[src/rtl/alu_arbiter_pkg.sv]
// Shared definitions for the ALU arbiter: datapath widths, opcodes, FSM encodings.
// Latency: n/a (declarations only).
// Backpressure: n/a.
package alu_arbiter_pkg;

    localparam int ALU_W = 16;
    localparam int SEL_W = 2;

    // ALU operation selects
    localparam logic [SEL_W-1:0] SEL_ADD = 2'd0;  // {c,result} = a + b
    localparam logic [SEL_W-1:0] SEL_SUB = 2'd1;  // {c,result} = a - b, c is the borrow
    localparam logic [SEL_W-1:0] SEL_AND = 2'd2;  // result = a & b, c = 0
    localparam logic [SEL_W-1:0] SEL_OR  = 2'd3;  // result = a | b, c = 0

    // Arbiter FSM encodings
    localparam logic [1:0] ST_IDLE = 2'd0;
    localparam logic [1:0] ST_EXEC = 2'd1;
    localparam logic [1:0] ST_RESP = 2'd2;

    // One granted operation as held in the operand registers
    typedef struct packed {
        logic [ALU_W-1:0] a;
        logic [ALU_W-1:0] b;
        logic [SEL_W-1:0] sel;
        logic             id;
    } op_t;

endpackage

[src/rtl/ALU.sv]
// Combinational 16-bit ALU: add, subtract (borrow in c), and, or.
// Latency: 0 cycles, purely combinational.
// Backpressure: none; output follows inputs.
module ALU
    import alu_arbiter_pkg::*;
(
    input  logic [ALU_W-1:0] a,
    input  logic [ALU_W-1:0] b,
    input  logic [SEL_W-1:0] sel,
    output logic [ALU_W-1:0] ALU_Result,
    output logic             c
);

    logic [ALU_W:0] wide;

    // Compute a 17-bit result; the top bit becomes the carry/borrow
    always_comb begin
        wide = '0;
        case (sel)
            SEL_ADD: wide = {1'b0, a} + {1'b0, b};
            SEL_SUB: wide = {1'b0, a} - {1'b0, b};
            SEL_AND: wide = {1'b0, a & b};
            default: wide = {1'b0, a | b};
        endcase
    end

    assign ALU_Result = wide[ALU_W-1:0];
    assign c          = wide[ALU_W];

endmodule

[src/rtl/alu_arbiter.sv]
// Arbitrates two requesters onto one ALU; ALU_ARB_ROUND_ROBIN_EN selects round-robin, else fixed priority (req0 wins).
// Latency: accept at edge N, resp_valid high after edge N+1; at most one op per 3 cycles.
// Backpressure: response held in RESP until resp_ready; no request is granted until the handshake completes.
module alu_arbiter
    import alu_arbiter_pkg::*;
#(
    parameter int CNT_W = 16
) (
    input  logic             clk,
    input  logic             rst,
    input  logic             req0_valid,
    output logic             req0_ready,
    input  logic [ALU_W-1:0] req0_a,
    input  logic [ALU_W-1:0] req0_b,
    input  logic [SEL_W-1:0] req0_sel,
    input  logic             req1_valid,
    output logic             req1_ready,
    input  logic [ALU_W-1:0] req1_a,
    input  logic [ALU_W-1:0] req1_b,
    input  logic [SEL_W-1:0] req1_sel,
    output logic             resp_valid,
    input  logic             resp_ready,
    output logic [ALU_W-1:0] resp_result,
    output logic             resp_c,
    output logic             resp_id,
    output logic             busy,
    output logic [CNT_W-1:0] op_count
);

    logic [1:0]       state_q, state_d;
    op_t              op_q;
    logic [ALU_W-1:0] result_q;
    logic             c_q;
    logic             id_q;
    logic [CNT_W-1:0] cnt_q;

    logic             any_vld;
    logic             grant_id;
    logic             take;
    op_t              grant_op;
    logic [ALU_W-1:0] alu_result;
    logic             alu_c;

    assign any_vld = req0_valid | req1_valid;
    assign take    = (state_q == ST_IDLE) && any_vld;

`ifdef ALU_ARB_ROUND_ROBIN_EN
    logic last_q;

    // Under contention hand the ALU to whoever did not win last time
    always_comb begin
        grant_id = 1'b0;
        if (req0_valid && req1_valid) grant_id = ~last_q;
        else                          grant_id = req1_valid;
    end

    // Remember the winner of every grant
    always_ff @(posedge clk or posedge rst) begin
        if (rst)       last_q <= 1'b1;
        else if (take) last_q <= grant_id;
    end
`else
    // Fixed priority: requester 0 wins whenever it is valid
    always_comb begin
        grant_id = ~req0_valid;
    end
`endif

    // Readies depend only on state, valids and last grant; forced low during reset
    always_comb begin
        req0_ready = ~rst & take & ~grant_id;
        req1_ready = ~rst & take &  grant_id;
    end

    // Mux the winning requester's operands toward the operand register
    always_comb begin
        grant_op = grant_id ? op_t'{req1_a, req1_b, req1_sel, 1'b1}
                            : op_t'{req0_a, req0_b, req0_sel, 1'b0};
    end

    // IDLE -> EXEC on grant, EXEC -> RESP unconditionally, RESP -> IDLE on handshake
    always_comb begin
        state_d = state_q;
        case (state_q)
            ST_IDLE: if (any_vld)    state_d = ST_EXEC;
            ST_EXEC:                 state_d = ST_RESP;
            ST_RESP: if (resp_ready) state_d = ST_IDLE;
            default:                 state_d = ST_IDLE;
        endcase
    end

    // ALU only ever sees registered operands
    ALU u_alu (
        .a          (op_q.a),
        .b          (op_q.b),
        .sel        (op_q.sel),
        .ALU_Result (alu_result),
        .c          (alu_c)
    );

    // State, operand capture, response capture and completion counter
    always_ff @(posedge clk or posedge rst) begin
        if (rst) begin
            state_q  <= ST_IDLE;
            op_q     <= '0;
            result_q <= '0;
            c_q      <= 1'b0;
            id_q     <= 1'b0;
            cnt_q    <= '0;
        end else begin
            state_q <= state_d;
            if (take) op_q <= grant_op;
            if (state_q == ST_EXEC) begin
                result_q <= alu_result;
                c_q      <= alu_c;
                id_q     <= op_q.id;
            end
            if ((state_q == ST_RESP) && resp_ready) cnt_q <= cnt_q + CNT_W'(1);
        end
    end

    assign resp_valid  = (state_q == ST_RESP);
    assign resp_result = result_q;
    assign resp_c      = c_q;
    assign resp_id     = id_q;
    assign busy        = (state_q != ST_IDLE);
    assign op_count    = cnt_q;

endmodule
[config.mk]
export PLATFORM = sky130hd
export DESIGN_NAME = alu_arbiter
export DESIGN_NICKNAME = d
export VERILOG_FILES = /design/src/rtl/alu_arbiter_pkg.sv /design/src/rtl/ALU.sv /design/src/rtl/alu_arbiter.sv
export SDC_FILE = /design/constraint.sdc
export NUM_CORES = 1
export LEC_CHECK = 0
export CAP_MARGIN = 20
export CORE_MARGIN = 2
export CORE_UTILIZATION = 40
export CTS_CLUSTER_DIAMETER = 60
export CTS_CLUSTER_SIZE = 8
export DETAILED_ROUTE_END_ITERATION = 10
export GPL_TIMING_DRIVEN = 0
export PLACE_DENSITY = 0.64
export SYNTH_ARGS = -nofsm -noshare
export SYNTH_HDL_FRONTEND = slang
export SYNTH_SLANG_ARGS = --single-unit
[constraint.sdc]
create_clock -name clk -period 4.3 [get_ports clk]
set_clock_uncertainty 0.1 [all_clocks]
set_input_delay 0.86 -clock clk [delete_from_list [all_inputs] [get_ports clk]]
set_output_delay 0.86 -clock clk [all_outputs]
set_load 0.01 [all_outputs]
# --- Yosys cells after proc, flatten, opt, wreduce, memory -nomap -nowiden ---
# Cells that the tools add are included.
classes:
  add_sub_neg: 3
  eq_ne: 6
  n_mux: 5
  bitwise: 8
  n_reduce_logical: 6
op_table:
  columns: ["op", "count"]
  rows:
  - ["case mux 17 bit (3 select lines)", 1]
  - ["2-to-1 mux 35 bit", 1]
  - ["adder 16 x 16 -> 17 bit", 1]
  - ["subtractor 16 x 16 -> 17 bit", 1]
  - ["adder 16 x 1 -> 16 bit, second input constant", 1]
  - ["bitwise AND 16 bit", 1]
  - ["bitwise OR 16 bit", 1]
  - ["case mux 2 bit (3 select lines)", 1]
  - ["== test 2 x 1 -> 1 bit, second input constant", 2]
  - ["== test 2 bit, second input constant", 2]
  - ["logical NOT 2 bit", 2]
  - ["2-to-1 mux 2 bit", 2]
  - ["bitwise AND 1 bit", 3]
  - ["logical AND 1 bit", 2]
  - ["!= test 2 x 1 -> 1 bit, second input constant", 1]
  - ["!= test 2 bit, second input constant", 1]
  - ["NOT 1 bit", 2]
  - ["AND reduction 2 bit", 1]
  - ["nonzero test 2 bit", 1]
  - ["bitwise OR 1 bit", 1]
totals:
  regBits: 71
  in_bits: 73
  output_inout_bits: 38

# --- Logic depth before layout (Yosys ltp) ---
logic_depth:
  ltp_word: 4
  mapped_depth: 15

# --- By module ---
# A second synthesis with hierarchy kept.
hier_totals:
  cells_unflattened: 477
  area_unflattened_um2: 4614.4
by_module_without_submodules:
  columns: ["module", "instances", "cells_per_inst", "area_per_inst_um2", "seq_area_each_um2"]
  rows:
  - ["alu_arbiter", 1, 258, 3086.7, 1776.7]
  - ["ALU", 1, 219, 1527.7, 0.0]

# --- Worst setup path before layout ---
# No wires, ideal clock.
synth_path:
  path_kind: "input port to output port"
  startpoint: "in rst"
  endpoint: "out req0_ready"
  t_arrival_ps: 2742
  required_ps: 3340
  slack_ps: 598
  cell_stages: 2
  n_path_buf: 0
  path_cell_list: "inv_1 and3_1"
synth_between:
  elab_chain_cells: 3
synth_lines:
  columns: ["element", "line_no", "text"]
  rows:
  - ["from (decl)", "alu_arbiter.sv:10", "input logic rst,"]
  - ["NOT 1 bit", "alu_arbiter.sv:71", "req0_ready = ~rst & take & ~grant_id;"]
  - ["bitwise AND 1 bit (2 in a row)", "alu_arbiter.sv:71", null]
  - ["to (decl)", "alu_arbiter.sv:12", "output logic req0_ready,"]
# Every way passes these cells.

# --- Final worst setup path ---
layout_path:
  startpoint: "in req0_valid"
  endpoint: "out req0_ready"
layout_between:
  elab_chain_cells: 4
layout_lines:
  columns: ["element", "line_no", "text"]
  rows:
  - ["from (decl)", "alu_arbiter.sv:11", "input logic req0_valid,"]
  - ["bitwise OR 1 bit", "alu_arbiter.sv:44", "assign any_vld = req0_valid | req1_valid;"]
  - ["logical AND 1 bit", "alu_arbiter.sv:45", "assign take = (state_q == ST_IDLE) && any_vld;"]
  - ["bitwise AND 1 bit", "alu_arbiter.sv:71", null]
  - ["bitwise AND 1 bit *", "alu_arbiter.sv:71", null]
# Mark *: on every way between the ends. The rest lies on a longest branch, timed or not.

==> report_table.html <==
<table>
<tr><th>Metric</th><th>Value</th></tr>
<tr><th colspan="2">Clocking</th></tr>
<tr><td>Maximum count of clock buffers along a single path</td><td>2</td></tr>
<tr><td>Post-CTS Hold Buffers</td><td>0</td></tr>
<tr><td>Number of buffers inserted to repair setup after CTS</td><td>0</td></tr>
<tr><td>Clock slew at reported path FFs</td><td>0.08 ns</td></tr>
<tr><td>H-tree depth</td><td>3</td></tr>
<tr><td>Clock net sink count</td><td>71</td></tr>
<tr><td>Number of cells upsized or downsized after cts</td><td>0</td></tr>
<tr><td>Root buffer selected by CTS</td><td>sky130_fd_sc_hd__clkbuf_8</td></tr>
<tr><td>Number of buffers added by the clock tree synthesis step</td><td>9</td></tr>
<tr><td>TritonCTS clock tree</td><td>built</td></tr>
<tr><td>Worst-Skew Late Latency</td><td>0.35 ns</td></tr>
<tr><th colspan="2">Critical path</th></tr>
<tr><td>WS Path Type</td><td>in2out</td></tr>
<tr><td>Max Fanout on Critical Path</td><td>10</td></tr>
<tr><td>Worst path required time</td><td>3.34 ns</td></tr>
<tr><td>Critical path endpoint category</td><td>output pin</td></tr>
<tr><td>Critical path data arrival time</td><td>2.99 ns</td></tr>
<tr><td>Category of the worst setup path launch point</td><td>input port</td></tr>
<tr><th colspan="2">Hold path</th></tr>
<tr><td>Worst min-delay path category</td><td>reg2reg</td></tr>
<tr><th colspan="2">Synth</th></tr>
<tr><td>Syn nets</td><td>578</td></tr>
<tr><td>Count of flip-flops with a built-in enable after synthesis</td><td>0</td></tr>
<tr><td>Sequential area share after synthesis</td><td>0.3992</td></tr>
<tr><td>Number of storage elements in the synthesis netlist</td><td>71</td></tr>
<tr><td>Number of library cell types mapped by synthesis</td><td>51</td></tr>
<tr><td>Netlist Area Pre-Place</td><td>4451 µm²</td></tr>
<tr><td>Top flip-flop cell by instance count after synthesis</td><td>sky130_fd_sc_hd__dfrtp_1</td></tr>
<tr><td>Yosys top cell by area</td><td>sky130_fd_sc_hd__dfrtp_1</td></tr>
<tr><td>Gate Count Post-Synth</td><td>484</td></tr>
<tr><td>Mean instance size in the synthesized netlist</td><td>9.195 µm²</td></tr>
<tr><td>Top cells by count, synth</td><td>sky130_fd_sc_hd__dfrtp_1 (71), sky130_fd_sc_hd__nor2_1 (59), sky130_fd_sc_hd__a21oi_1 (56)</td></tr>
<tr><td>Share of flip-flops with an asynchronous set or reset</td><td>1.000</td></tr>
<tr><td>Most used standard cell by instance count after synthesis</td><td>sky130_fd_sc_hd__dfrtp_1</td></tr>
<tr><td>Top-area cell type share of the netlist area</td><td>0.3992</td></tr>
<tr><td>Synthesis Warnings</td><td>0</td></tr>
<tr><td>Largest cells by area after synthesis</td><td>sky130_fd_sc_hd__dfrtp_1 (40%), sky130_fd_sc_hd__mux2i_1 (7.9%), sky130_fd_sc_hd__a21oi_1 (6.3%)</td></tr>
<tr><th colspan="2">Cells and area</th></tr>
<tr><td>Layout Area Growth over Synthesis</td><td>33.01%</td></tr>
<tr><td>Total number of nets in the final design</td><td>699</td></tr>
<tr><td>Antenna fix cells</td><td>0</td></tr>
<tr><td>Post-route core utilization</td><td>0.5461</td></tr>
<tr><td>Fraction of final layout cells sized beyond drive strength 1</td><td>0.05246</td></tr>
<tr><td>Filler cell count</td><td>1033</td></tr>
<tr><th colspan="2">Timing</th></tr>
<tr><td>Final hold vios</td><td>0</td></tr>
<tr><td>Maximum achievable frequency</td><td>253.4 MHz</td></tr>
<tr><td>Setup Viol. Count Final</td><td>0</td></tr>
<tr><td>Portion of the clock cycle consumed by the worst path in the final layout</td><td>0.9178</td></tr>
<tr><td>Final number of max-transition violations</td><td>0</td></tr>
<tr><td>Tmin final</td><td>3.947 ns</td></tr>
<tr><td>Least setup slack across all paths after layout</td><td>0.3534 ns</td></tr>
<tr><td>Transition time at the pin with the least slew margin</td><td>0.8809 ns</td></tr>
<tr><td>Slew margin rel.</td><td>0.4128</td></tr>
<tr><td>Setup repair after global routing missed its margin</td><td>no</td></tr>
<tr><th colspan="2">GRT</th></tr>
<tr><td>Global Route Usage Sum</td><td>0.2027</td></tr>
<tr><td>Initial antenna violation count</td><td>0</td></tr>
<tr><td>Largest net degree at the start of global routing</td><td>73</td></tr>
<tr><td>Global-route wire length before repair</td><td>18800 µm</td></tr>
<tr><td>Global-route congestion overflow total</td><td>0</td></tr>
<tr><td>Vias in the first global route</td><td>3738</td></tr>
<tr><th colspan="2">Job</th></tr>
<tr><td>Max-capacitance violation count</td><td>0</td></tr>
<tr><th colspan="2">Floorplan</th></tr>
<tr><td>Chip Height</td><td>109.5 µm</td></tr>
<tr><td>Initial cell density of the core</td><td>0.4105</td></tr>
<tr><td>Ports placed on the boundary</td><td>111</td></tr>
<tr><td>Core area</td><td>10840 µm²</td></tr>
<tr><td>Die W</td><td>109.5 µm</td></tr>
<tr><td>FP Rows</td><td>38</td></tr>
<tr><td>Die ar.</td><td>11990 µm²</td></tr>
<tr><th colspan="2">Placement</th></tr>
<tr><td>Post-Place Worst Slack</td><td>0.3498 ns</td></tr>
<tr><td>Final HPWL from detailed placement</td><td>9113 µm</td></tr>
<tr><td>PortBufs</td><td>110</td></tr>
<tr><td>Final Wtd Congestion</td><td>0.8776</td></tr>
<tr><th colspan="2">Route</th></tr>
<tr><td>Remaining routing DRC violations</td><td>0</td></tr>
<tr><td>Routed wire length per instance</td><td>15.08 µm</td></tr>
<tr><td>Post-detailed-route via-to-cell ratio</td><td>5.105</td></tr>
<tr><td>Initial DRT Pass Iterations</td><td>4</td></tr>
<tr><td>Final wirelength</td><td>11310 µm</td></tr>
<tr><td>Routed vias</td><td>3829</td></tr>
<tr><td>Initial drt markers</td><td>158</td></tr>
<tr><td>Residual antenna-violating net count after detailed routing</td><td>0</td></tr>
<tr><th colspan="2">Power and ir drop</th></tr>
<tr><td>Share of power burned in the clock network</td><td>0.102</td></tr>
<tr><td>Internal power contribution</td><td>2.728 mW</td></tr>
<tr><td>Leakage power of the design</td><td>2.481 nW</td></tr>
<tr><td>Share of total power in combinational logic</td><td>0.651</td></tr>
<tr><td>VDD IR max</td><td>0.2835 mV</td></tr>
<tr><td>Cell area power density</td><td>862.6 nW/µm²</td></tr>
<tr><td>Switching Power</td><td>2.378 mW</td></tr>
<tr><td>Sequential share of power</td><td>0.246</td></tr>
<tr><td>Switching share of total power</td><td>0.4657</td></tr>
<tr><th colspan="2">Run status</th></tr>
<tr><td>Run status</td><td>completed</td></tr>
</table>
[cell usage in the layout (no fill, tap or decap), drive strengths merged, types with 2 or more instances in the layout]
| cell type | Yosys | routed |
|---|---|---|
| a21oi | 56 | 56 |
| a22oi | 6 | 6 |
| a31oi | 5 | 5 |
| and2 | 3 | 3 |
| and3 | 6 | 6 |
| buf | 9 | 9 |
| clkbuf | 15 | 26 |
| clkdlybuf4s50 | 0 | 110 |
| clkinv | 0 | 2 |
| clkinvlp | 0 | 2 |
| dfrtp | 71 | 71 |
| ha | 20 | 20 |
| inv | 11 | 11 |
| maj3 | 11 | 11 |
| mux2i | 35 | 35 |
| nand2 | 38 | 38 |
| nand2b | 7 | 7 |
| nand3 | 9 | 9 |
| nand4 | 5 | 5 |
| nor2 | 59 | 59 |
| nor2b | 3 | 3 |
| nor3 | 4 | 4 |
| nor4 | 2 | 2 |
| o211ai | 2 | 2 |
| o21a | 7 | 7 |
| o21ai | 37 | 37 |
| o22ai | 2 | 2 |
| o31a | 2 | 2 |
| o41ai | 4 | 4 |
| or2 | 2 | 2 |
| xnor2 | 28 | 28 |
| xor2 | 15 | 15 |
[state kept, by name, summed over array words and instances, names as in the netlist]
register	count
resp_id	1
op_count	16
resp_result	16
resp_c	1
op_q	35
state_q	2
[cell families (layout without fill, tap and decap cells)]
family,after synthesis,in the layout,share of synthesized area
flops,71,71,0.3992
fa+ha+maj,32,32,0.08547
mux,36,36,0.08125
xor+xnor,43,43,0.08462
buf+inv,35,161,0.03149
simple gates,140,140,0.1468
compound gates,127,127,0.1712
[worst paths after layout]
| kind | from | endpoint | slack (ns) | cells after the start |
|---|---|---|---|---|
| setup / recovery | req0_valid | req0_ready | 0.35 | 5 |
| setup reg to reg | op_q[5] | resp_result[15] | 0.95 | 14 |
| max in group asynchronous | rst | resp_result[7] | 2.54 | 2 |
| hold reg to reg | resp_id | resp_id | 0.38 | 2 |
| hold / removal | resp_id | resp_id | 0.38 | 2 |
| min in group asynchronous | rst | op_q[0] | 0.94 | 2 |
[power by group through the flow]
| stage | Sequential [mW] | Clock [mW] | Combinational (mW) |
|---|---|---|---|
| finish | 1.26 | 0.522 | 3.33 |
| global route | 1.30 | 0.573 | 3.73 |
| CTS | 1.26 | 0.539 | 3.34 |
| detailed placement | 1.27 | 0 | 3.32 |
| global placement | 1.26 | 0 | 3.31 |
| floorplan | 1.23 | 0 | 2.40 |
[per-stage QoR]
| stage | hold WS [ns] | instance area, µm² | total power, mW | setup TNS [ns] | std cells |
|---|---|---|---|---|---|
| after floorplan | 0.3395 | 4451 | 3.629 | 0 | 484 |
| after global placement | 0.3627 | 5727 | 4.571 | -0.9077 | 734 |
| after detailed placement | 0.3658 | 5729 | 4.585 | 0 | 734 |
| after CTS | 0.3854 | 5919 | 5.131 | 0 | 750 |
| after global routing | 0.4125 | 5919 | 5.609 | 0 | 750 |
| final | 0.3813 | 5919 | 5.106 | 0 | 750 |
[worst max-delay path, cell delays in order]
cell and delay [ns]:
sky130_fd_sc_hd__clkdlybuf4s50_1 0.47, sky130_fd_sc_hd__buf_2 0.31, sky130_fd_sc_hd__buf_1 0.54, sky130_fd_sc_hd__and3_1 0.26
sky130_fd_sc_hd__clkdlybuf4s50_1 0.54
[layout make-up]
| type | count | area [µm²] | area share |
|---|---|---|---|
| inverters | 11 | 43.79 | 0.007398 |
| clock inverters | 5 | 58.81 | 0.009934 |
| multi-input cells | 378 | 2534 | 0.4280 |
| well taps | 140 | 175.2 | 0.02959 |
| clock buffers | 11 | 131.4 | 0.02219 |
| flip-flops and latches | 71 | 1777 | 0.3001 |
| repair buffers | 110 | 1101 | 0.1860 |
| plain buffers | 24 | 98.84 | 0.01670 |
[per-layer routing]
layer	global-route usage	wire length, µm	vias to the layer above
li1	-	-	1950
met1	0.2826	5450	1754
met2	0.3201	5185	117
met3	0.04386	571	8
met4	0.05244	99	0
met5	0	0	-
(Power assumes the default switching activity.)
